==> config.mk <==
export PLATFORM = sky130hd
export DESIGN_NAME = pipe_stage_chain
export DESIGN_NICKNAME = d
export VERILOG_FILES = /design/src/rtl/pipe_stage_chain.sv
export SDC_FILE = /design/constraint.sdc
export NUM_CORES = 1
export LEC_CHECK = 0
export CORE_ASPECT_RATIO = 0.5
export CORE_MARGIN = 4
export CORE_UTILIZATION = 45
export DETAILED_ROUTE_END_ITERATION = 8
export HOLD_SLACK_MARGIN = 0.05
export PLACE_DENSITY = 0.77
export SLEW_MARGIN = 20
export SYNTH_ARGS = -nofsm -noshare
export SYNTH_HDL_FRONTEND = slang
export SYNTH_SLANG_ARGS = --single-unit
==> constraint.sdc <==
create_clock -name clk -period 2.9 [get_ports clk]
set_input_delay 0.58 -clock clk [delete_from_list [all_inputs] [get_ports clk]]
set_output_delay 0.58 -clock clk [all_outputs]
set_load 0.1 [all_outputs]
==> src/rtl/pipe_stage_chain.sv <==
// pipe_stage_chain: N-stage valid/ready pipeline register chain with a
// global stall, per-stage flush and optional performance counters.
// Stage 0 is the youngest entry; stage STAGES-1 drives the output.
// Optional feature macro: PIPE_STAGE_CHAIN_PERF_EN enables saturating
// retired/stalled/flushed counters. Without it the perf_* ports read 0.
module pipe_stage_chain #(
  parameter int STAGES = 4,
  parameter int DATA_W = 32,
  parameter int CNT_W  = 16
) (
  input  logic                        clk,
  input  logic                        rst,
  input  logic                        in_valid,
  output logic                        in_ready,
  input  logic [DATA_W-1:0]           in_data,
  output logic                        out_valid,
  input  logic                        out_ready,
  output logic [DATA_W-1:0]           out_data,
  input  logic                        stall,
  input  logic [STAGES-1:0]           flush_mask,
  output logic [$clog2(STAGES+1)-1:0] occupancy,
  input  logic                        perf_clr,
  output logic [CNT_W-1:0]            perf_retired,
  output logic [CNT_W-1:0]            perf_stalled,
  output logic [CNT_W-1:0]            perf_flushed
);

  localparam int OCC_W = $clog2(STAGES + 1);

  logic [STAGES-1:0]             vld_q;
  logic [STAGES-1:0][DATA_W-1:0] data_q;
  logic [STAGES-1:0]             src_vld;
  logic [STAGES-1:0][DATA_W-1:0] src_data;
  logic [STAGES-1:0]             vld_pre;   // valid after shift/hold, before flush
  logic [STAGES-1:0]             vld_next;  // valid after flush
  logic [OCC_W-1:0]              occ_next;
  logic                          adv;

  // The whole chain moves as one unit: it advances whenever it is not
  // stalled and the output slot is either empty or being drained.
  assign adv       = ~stall & (out_ready | ~vld_q[STAGES-1]);
  assign in_ready  = rst ? ~stall : adv;
  assign out_valid = vld_q[STAGES-1];
  assign out_data  = data_q[STAGES-1];

  // Each stage's shift source: stage 0 from the input, others from their
  // younger neighbour. Invalid slots still move (no bubble collapse).
  for (genvar gi = 0; gi < STAGES; gi++) begin : g_src
    if (gi == 0) begin : g_head
      assign src_vld[gi]  = in_valid;
      assign src_data[gi] = in_data;
    end else begin : g_body
      assign src_vld[gi]  = vld_q[gi-1];
      assign src_data[gi] = data_q[gi-1];
    end
    assign vld_pre[gi]  = adv ? src_vld[gi] : vld_q[gi];
    assign vld_next[gi] = vld_pre[gi] & ~flush_mask[gi];
  end

  // Occupancy is the popcount of the post-flush valid vector.
  always_comb begin
    occ_next = '0;
    for (int i = 0; i < STAGES; i++) begin
      occ_next = occ_next + OCC_W'(vld_next[i]);
    end
  end

  // Stage registers; flush only clears valids, payload simply follows adv.
  always_ff @(posedge clk) begin
    if (rst) begin
      vld_q     <= '0;
      data_q    <= '0;
      occupancy <= '0;
    end else begin
      vld_q     <= vld_next;
      occupancy <= occ_next;
      if (adv) begin
        data_q <= src_data;
      end
    end
  end

`ifdef PIPE_STAGE_CHAIN_PERF_EN
  logic             out_hs;
  logic [OCC_W-1:0] flush_cnt;
  logic [CNT_W-1:0] retired_q, stalled_q, flushed_q;

  // Stall overrides out_ready, so a stalled cycle never retires an entry.
  assign out_hs = vld_q[STAGES-1] & out_ready & ~stall;

  // Count only entries that would have been valid had they not been killed.
  always_comb begin
    flush_cnt = '0;
    for (int i = 0; i < STAGES; i++) begin
      flush_cnt = flush_cnt + OCC_W'(vld_pre[i] & flush_mask[i]);
    end
  end

  function automatic logic [CNT_W-1:0] sat_add(input logic [CNT_W-1:0] a,
                                                input logic [OCC_W-1:0] b);
    logic [CNT_W+OCC_W-1:0] s;
    s = (CNT_W+OCC_W)'(a) + (CNT_W+OCC_W)'(b);
    if (s > (CNT_W+OCC_W)'({CNT_W{1'b1}})) return '1;
    return s[CNT_W-1:0];
  endfunction

  // Saturating counters; clear wins over any increment in the same cycle.
  always_ff @(posedge clk) begin
    if (rst || perf_clr) begin
      retired_q <= '0;
      stalled_q <= '0;
      flushed_q <= '0;
    end else begin
      retired_q <= sat_add(retired_q, OCC_W'(out_hs));
      stalled_q <= sat_add(stalled_q, OCC_W'(stall));
      flushed_q <= sat_add(flushed_q, flush_cnt);
    end
  end

  assign perf_retired = retired_q;
  assign perf_stalled = stalled_q;
  assign perf_flushed = flushed_q;
`else
  logic unused_perf_clr;
  assign unused_perf_clr = perf_clr;
  assign perf_retired    = '0;
  assign perf_stalled    = '0;
  assign perf_flushed    = '0;
`endif

endmodule

Word level (Yosys, flattened, before mapping)
Cells that the tools add are included.
{"block": "op_classes", "n_addsub": 3, "mul": 0, "div_mod_pow": 0, "magnitude_cmp": 0, "eq_ne": 0, "shift": 0, "muxes": 5, "bitwise": 12, "reduce_logical": 0}
{"operator": "1-bit NOT", "n": 6}
{"operator": "1-bit bitwise AND", "n": 5}
{"operator": "1-bit 2-to-1 mux", "n": 5}
{"operator": "2-bit by 1-bit adder with 3-bit output", "n": 1}
{"operator": "3-bit by 1-bit adder with 3-bit output", "n": 1}
{"operator": "1-bit by 1-bit adder with 2-bit output", "n": 1}
{"operator": "1-bit bitwise OR", "n": 1}
{"block": "totals", "ff_bits": 135, "latchBits": 0, "mem_bits_rw": 0, "mem_bits_ro": 0, "input_bits": 42, "output_inout_bits": 85, "wordCells": 26, "n_memories": 0}

Depth between registers and ports, before layout
Gate-level depths: netlist (run 1).
{"block": "depth", "ltp_word": 8, "mapped_depth": 8}

Worst setup path before layout (run 1)
Ideal clock, no wire load.
{"block": "synth_timing", "kind": "reg-to-output", "startpoint": "register vld_q[3]", "endpoint": "output port in_ready", "arrival_ns": 2.753, "slack_ns": -0.433, "stages_incl_launch_ff": 5, "cell_sequence": "dfxtp_1 > nor2b_1 > buf_4 > buf_2 > a21oi_1"}
{"block": "synth_via", "elab_chain_len": 4}
{"item": "start: declaration", "line_no": "30", "source": "logic [STAGES-1:0] vld_q;"}
{"item": "start signal: assignment", "line_no": "75", "source": "vld_q <= vld_next;"}
{"item": "1-bit NOT", "line_no": "41", "source": "assign adv = ~stall & (out_ready | ~vld_q[STAGES-1]);"}
{"item": "1-bit bitwise OR", "line_no": "41"}
{"item": "1-bit bitwise AND", "line_no": "41"}
{"item": "1-bit 2-to-1 mux", "line_no": "42", "source": "assign in_ready = rst ? ~stall : adv;"}
{"item": "end: declaration", "line_no": "14", "source": "output logic in_ready,"}
No other way between the ends.

Final worst setup path (run 1)
{"block": "layout_timing", "startpoint": "input port out_ready", "endpoint": "output port in_ready"}
{"block": "layout_via", "elab_chain_len": 3}
{"item": "start: declaration", "line_no": "17", "source": "input logic out_ready,"}
{"item": "1-bit bitwise OR", "line_no": "41"}
{"item": "1-bit bitwise AND", "line_no": "41"}
{"item": "1-bit 2-to-1 mux", "line_no": "42"}
No other way between the ends.

==> results.md, run 1 <==
- Synth-to-Final Area Change: 15.6%
- Worst Setup Path Type: in2out
- Clk pwr share: 45.6%
- Fmax: 381 MHz
- WP data required: 2320 ps
- CTS Root Cell: clkbuf_16
- IO buf count: 77
- Pint: 3.31 mW
- Period minus WS final: 2620 ps
- Most used cell along the critical path: buf_4
- Nets: 654
- Count of state elements after synthesis: 135
- Core box area: 12200 um^2
- Die Y-Extent: 88.1 um
- Setup TNS: 0 ps
- Via count: 3947
- Final worst-path cycle share: 90.5%
- Met1 Use GR: 17.9%
- Post-CTS sizing: 0
- Least-Margin Pin Slew: 516 ps
- GRT Max-Usage Layer: met2
- Combinational cell fraction of total power: 12.5%
- Routed Antenna Nets: 0
- WL final: 11.3 mm
- Max Root-Sink Buffers: 2
- Leak: 2.78 nW
- Largest net degree at the start of global routing: 116
- Netlist cell types: 29
- DRC errors left: 0
- Slowest CP cell: buf_4
- Grt ovf: 0
- Wire length per cell: 14.4 um
- Status: finished, final reports clean
- I/O Pins: 127
- CP peak stage delay: 440 ps
- Skew final: 6.29 ps
- Seq pwr share: 42.0%
- Async S/R FF share, synth: 0%
- Post-synthesis sequential area ratio: 46.8%
- CP Launch Type: primary input
- Util after Layout: 54.8%
- Initial antenna violation count: 0
- DRT iter0 DRCs: 220
- Worst hold slack: 460 ps
- Switching pwr: 1.27 mW
- All-layer global routing usage: 15.5%
- Num rows: 28
- Fin. max-slew vios: 0
- Dpl cell area: 6100 um^2
- Cell chain of the critical path: clkdlybuf4s50_1, buf_4, nor2b_4, buf_4, a21oi_2, buf_12
- Initial Utilization: 47.4%
- Critical Path Fanout Max: 35
- Setup violators final: 0
- H-tree levels: 4
- Post-CTS setup buffer count: 0
- Post-synthesis cell area: 5780 um^2
- Kind of cell adding the most delay to the critical path: buffers and inverters
- Die W: 168 um
- Vias per inst: 5.02
- Worst Setup End Kind: primary output
- Met3 GRT Util: 3.70%
- First-pass GRT wire length: 18.4 mm
- Max IR drop VDD: 0.417 mV
- Slew margin rel.: 65.6%
- Unrepaired setup endpoints after global routing: no
- Gp weighted congestion: 0.756
- Sink Count: 135
- Sw Ratio: 27.7%
- Vias in the first global route: 3830
- Hold Vio Cnt, Final: 0
- Total power: 4.58 mW
- Share of cells above drive strength 1: 16.6%
- Max-cap violation count: 0
- EDFF count, synth: 0
- Fillcell total: 1050
- M2 GR Usage: 28.5%
- Ys Warns: 0
- CTS Buf Count: 17
- Post-DP HPWL: 6.98 mm
- Power per Cell Area: 685 nW/um^2
- DR pass1 iterations: 4
- Arr. time, crit path: 2040 ps
- CP bufs+invs: 4
- Reg clk slew, reported paths: 60 ps
- Syn avg cell area: 9.96 um^2
- Post-synth top flop: dfxtp_1
- CTS tree: built
- Hold crit path type: reg2reg
- Total die area: 14800 um^2
- Cts hold-fix bufs: 0
- Post-layout instance area: 6680 um^2
- Ant diodes: 0
- Post-Synthesis Cells: 580
- Clk Latency, worst-skew pair: 400 ps
layer usage:
layer / routed length [um] / share of wire [%]
met2: 5700 / 50
met4: 134 / 1.2
met5: 0 / 0
met3: 607 / 5.4
met1: 4880 / 43
stage by stage:
step	cells	setup slack (ps)
3_5_place_dp	755	37.6
3_3_place_gp	755	54.0
6_report	787	275
4_1_cts	787	266
5_1_grt	787	191
2_1_floorplan	627	60.0
final cells by class:
cell class	count	area [um^2]	area share [%]
sequential	135	2700	40.5
multi-input combinational	365	2370	35.5
timing repair buffer	88	806	12.1
clock buffer	18	429	6.43
tap	165	206	3.09
clock inverter	14	153	2.29
inverter	2	8.76	0.131
Yosys cell counts (4+ instances only):
| cell type | number | share of area [%] |
|---|---|---|
| clkbuf_1 | 13 | 0.84 |
| o21ai_0 | 18 | 1.6 |
| a31o_1 | 32 | 4.8 |
| nand2b_1 | 51 | 5.5 |
| nand4_1 | 17 | 1.8 |
| buf_2 | 12 | 1.0 |
| a31o_2 | 15 | 2.3 |
| buf_6 | 7 | 1.4 |
| a21oi_1 | 19 | 1.6 |
| mux2i_1 | 64 | 11 |
| buf_4 | 92 | 12 |
| nand2_1 | 49 | 3.2 |
| nor2b_1 | 4 | 0.43 |
| nor3_1 | 33 | 2.9 |
| dfxtp_1 | 135 | 47 |
power groups by stage:
stage               registers [mW]  clock network [mW]  logic (mW)
global route                  1.93                2.20       0.597
CTS                           1.92                2.12       0.570
global placement              1.96                   0       0.564
finish                        1.92                2.08       0.570
floorplan                     1.96                   0       0.523
detailed placement            1.96                   0       0.569
worst min-delay path, stage by stage, from the launching register on:
cell and delay [ps]:
dfxtp_1 290, nand2_1 60, mux2i_1 60
sequential cells by signal, summed over array words and instances, names as in the netlist:
signal     cells
vld_q          4
occupancy      3
data_q        96
out_data      32
cells by family (layout without fill, tap and decap cells):
family,after synthesis,count (layout),synth area share (%)
other,1,48,0.0649
buffers and inverters,127,122,15.4
adders and majority gates,3,3,0.779
muxes,64,64,11.1
DFF,135,135,46.8
AOI/OAI and AO/OA,88,88,10.8
and+or+nand+nor,162,162,15.0
worst paths after layout:
check	start	to	slack [ps]	cells after the start
setup / recovery	out_ready	in_ready	280	6
hold / removal	data_q[11]	data_q[43]	460	2
setup reg to reg	vld_q[3]	occupancy[1]	740	7
hold reg to reg	data_q[11]	data_q[43]	460	2
layout by cell type (no fill, tap or decap), types with 15 or more instances in the layout:
master           count
nand4_1             17
clkbuf_16           17
a31o_1              32
o21ai_0             18
nand2_1             49
nor3_1              33
clkdlybuf4s50_1     39
nand2b_1            51
conb_1              48
a31o_2              15
buf_4               44
dfxtp_1            135
a21oi_1             18
mux2i_1             64
No activity file was read; power rests on OpenSTA's default activity.
==> run 2, diff against run 1 <==
- CAP_MARGIN: not set -> 20
- CORE_MARGIN: 4 -> 2
- SLEW_MARGIN: 20 -> 30
==> results.md, run 2 (same netlist as run 1, synthesis figures left out) <==
- CP Launch Type: primary input
- DR pass1 iterations: 4 (unchanged)
- Hold crit path type: reg2reg
- Num rows: 29 (+3.6%)
- Routed Antenna Nets: 0 (unchanged)
- First-pass GRT wire length: 17.8 mm (-3.3%)
- Post-CTS setup buffer count: 0 (unchanged)
- Status: finished, final reports clean
- Setup TNS: 0 ps (unchanged)
- Wire length per cell: 13.7 um (-4.8%)
- Flop2flop setup slack: 730 ps (about the same)
- Most common cell after layout, fill and taps aside: dfxtp_1
- Power per Cell Area: 698 nW/um^2 (+1.9%)
- Sink Count: 135 (unchanged)
- DRT iter0 DRCs: 166 (-25%)
- Unrepaired setup endpoints after global routing: no
- H-tree levels: 4 (unchanged)
- Setup ws final: 266 ps (-9.09 ps)
- Leak: 2.80 nW (+0.66%)
- Arr. time, crit path: 2050 ps (about the same)
- Period minus WS final: 2630 ps (+9.09 ps)
- WP data required: 2320 ps (about the same)
- Hold Vio Cnt, Final: 0 (unchanged)
- Fmax: 380 MHz (-0.34%)
- R2R Path End: occupancy[1]
- Top reg by flops: data_q
- Critical Path Fanout Max: 34 (-2.9%)
- Initial antenna violation count: 0 (unchanged)
- HP Start: data_q[40]
- All-layer global routing usage: 16.3% (+0.79 points)
- Grt ovf: 0 (unchanged)
- DRC errors left: 0 (unchanged)
- Share of cells above drive strength 1: 16.6% (unchanged)
- Nets: 654 (unchanged)
- Vias per inst: 4.91 (-2.1%)
- Worst hold slack: 460 ps (+0.885 ps)
- Slew margin rel.: 57.3% (-8.4 points)
- Setup violators final: 0 (unchanged)
- Slowest CP cell: clkdlybuf4s50_1
- Util after Layout: 53.2% (-1.6 points)
- Worst Setup End Kind: primary output
- CTS Buf Count: 17 (unchanged)
- Clk Latency, worst-skew pair: 410 ps (about the same)
- Max Root-Sink Buffers: 2 (unchanged)
- Worst r2r src: vld_q[3]
- Worst Setup Path Type: in2out
- I/O Pins: 127 (unchanged)
- Die Y-Extent: 84.1 um (-4.5%)
- Initial Utilization: 45.9% (-1.5 points)
- Total die area: 13800 um^2 (-6.8%)
- Cts hold-fix bufs: 0 (unchanged)
- Least-Margin Pin Slew: 641 ps (+125 ps)
- Max-cap violation count: 0 (unchanged)
- CP peak stage delay: 420 ps (-20 ps)
- Ant diodes: 0 (unchanged)
- Place WS: 23.4 ps (-14.1 ps)
- Max IR drop VDD: 0.360 mV (-14%)
- Commonest cells after routing, fill and taps aside: dfxtp_1 (135), mux2i_1 (64), nand2b_1 (51)
- Fin. max-slew vios: 0 (unchanged)
- Post-CTS sizing: 0 (unchanged)
- Core box area: 12600 um^2 (+3.3%)
- Skew final: 8.76 ps (+2.47 ps)
- IO buf count: 77 (unchanged)
- Fillcell total: 1079 (+2.8%)
- Die W: 164 um (-2.4%)
- WL final: 10.8 mm (-4.2%)
- CTS Root Cell: clkbuf_16
- Most used cell along the critical path: buf_4
- Reg clk slew, reported paths: 60 ps (about the same)
- Largest register FFs: 96 (unchanged)
- Final worst-path cycle share: 90.8% (+0.31 points)
- Vias in the first global route: 3674 (-4.1%)
- Placed insts: 760 (+0.66%)
- Cell chain of the critical path: clkdlybuf4s50_1, buf_4, nor2b_4, buf_4, a21oi_2, buf_12
- Largest net degree at the start of global routing: 116 (unchanged)
- Worst Hold Path EP: data_q[72]
- CTS tree: built
- Hold Path Stages: 2 (unchanged)
- Post-DP HPWL: 6.45 mm (-7.5%)
- Synth-to-Final Area Change: 15.9%
- Fin cells: 792 (+0.64%)
- Reg2reg path depth: 7 (unchanged)
- Via count: 3888 (-1.5%)
- Gp weighted congestion: 0.730 (-3.5%)
==> run 2: final cells by class <==
| class | instances | area, um^2 | share of cell area [%] |
|---|---|---|---|
| Timing Repair Buffer | 88 | 793 | 11.8 |
| Multi-Input combinational cell | 365 | 2370 | 35.4 |
| Clock buffer | 20 | 457 | 6.82 |
| Tap cell | 170 | 213 | 3.18 |
| Clock inverter | 12 | 151 | 2.26 |
| Inverter | 2 | 8.76 | 0.131 |
| Sequential cell | 135 | 2700 | 40.3 |
==> run 2: metrics by stage <==
stage,area (um^2),power [mW]
2_1_floorplan,5960,2.49
3_3_place_gp,6090,2.52
3_5_place_dp,6090,2.53
4_1_cts,6700,4.71
5_1_grt,6700,4.83
6_report,6700,4.68
==> run 2: how the worst max path moves through the flow <==
stage                     slack, ps      start      endpoint
after floorplan                  60   vld_q[3]  occupancy[1]
after global placement           50  out_ready  occupancy[1]
after detailed placement         20  out_ready  occupancy[1]
after CTS                       260  out_ready      in_ready
after global routing            200  out_ready      in_ready
final                           270  out_ready      in_ready
==> run 2: worst max-delay path: cells and delay by family <==
family                 cells  cell delay, ps
and+or+nand+nor            1             140
buffers and inverters      4            1180
AOI/OAI and AO/OA          1             140
==> run 2: metal layers <==
layer | track usage (%) | part of all wire, % | wire length, um
met5 | 0 | 0 | 0
met4 | 7.26 | 1.5 | 167
met3 | 3.61 | 3.8 | 417
met2 | 27.3 | 49 | 5350
met1 | 20.3 | 45 | 4910
==> run 2: report_power, final <==
| group | switching [mW] | internal (mW) |
|---|---|---|
| Sequential | 0.0138 | 1.91 |
| Clock | 0.794 | 1.40 |
| Combinational | 0.435 | 0.129 |
| Total | 1.24 | 3.43 |
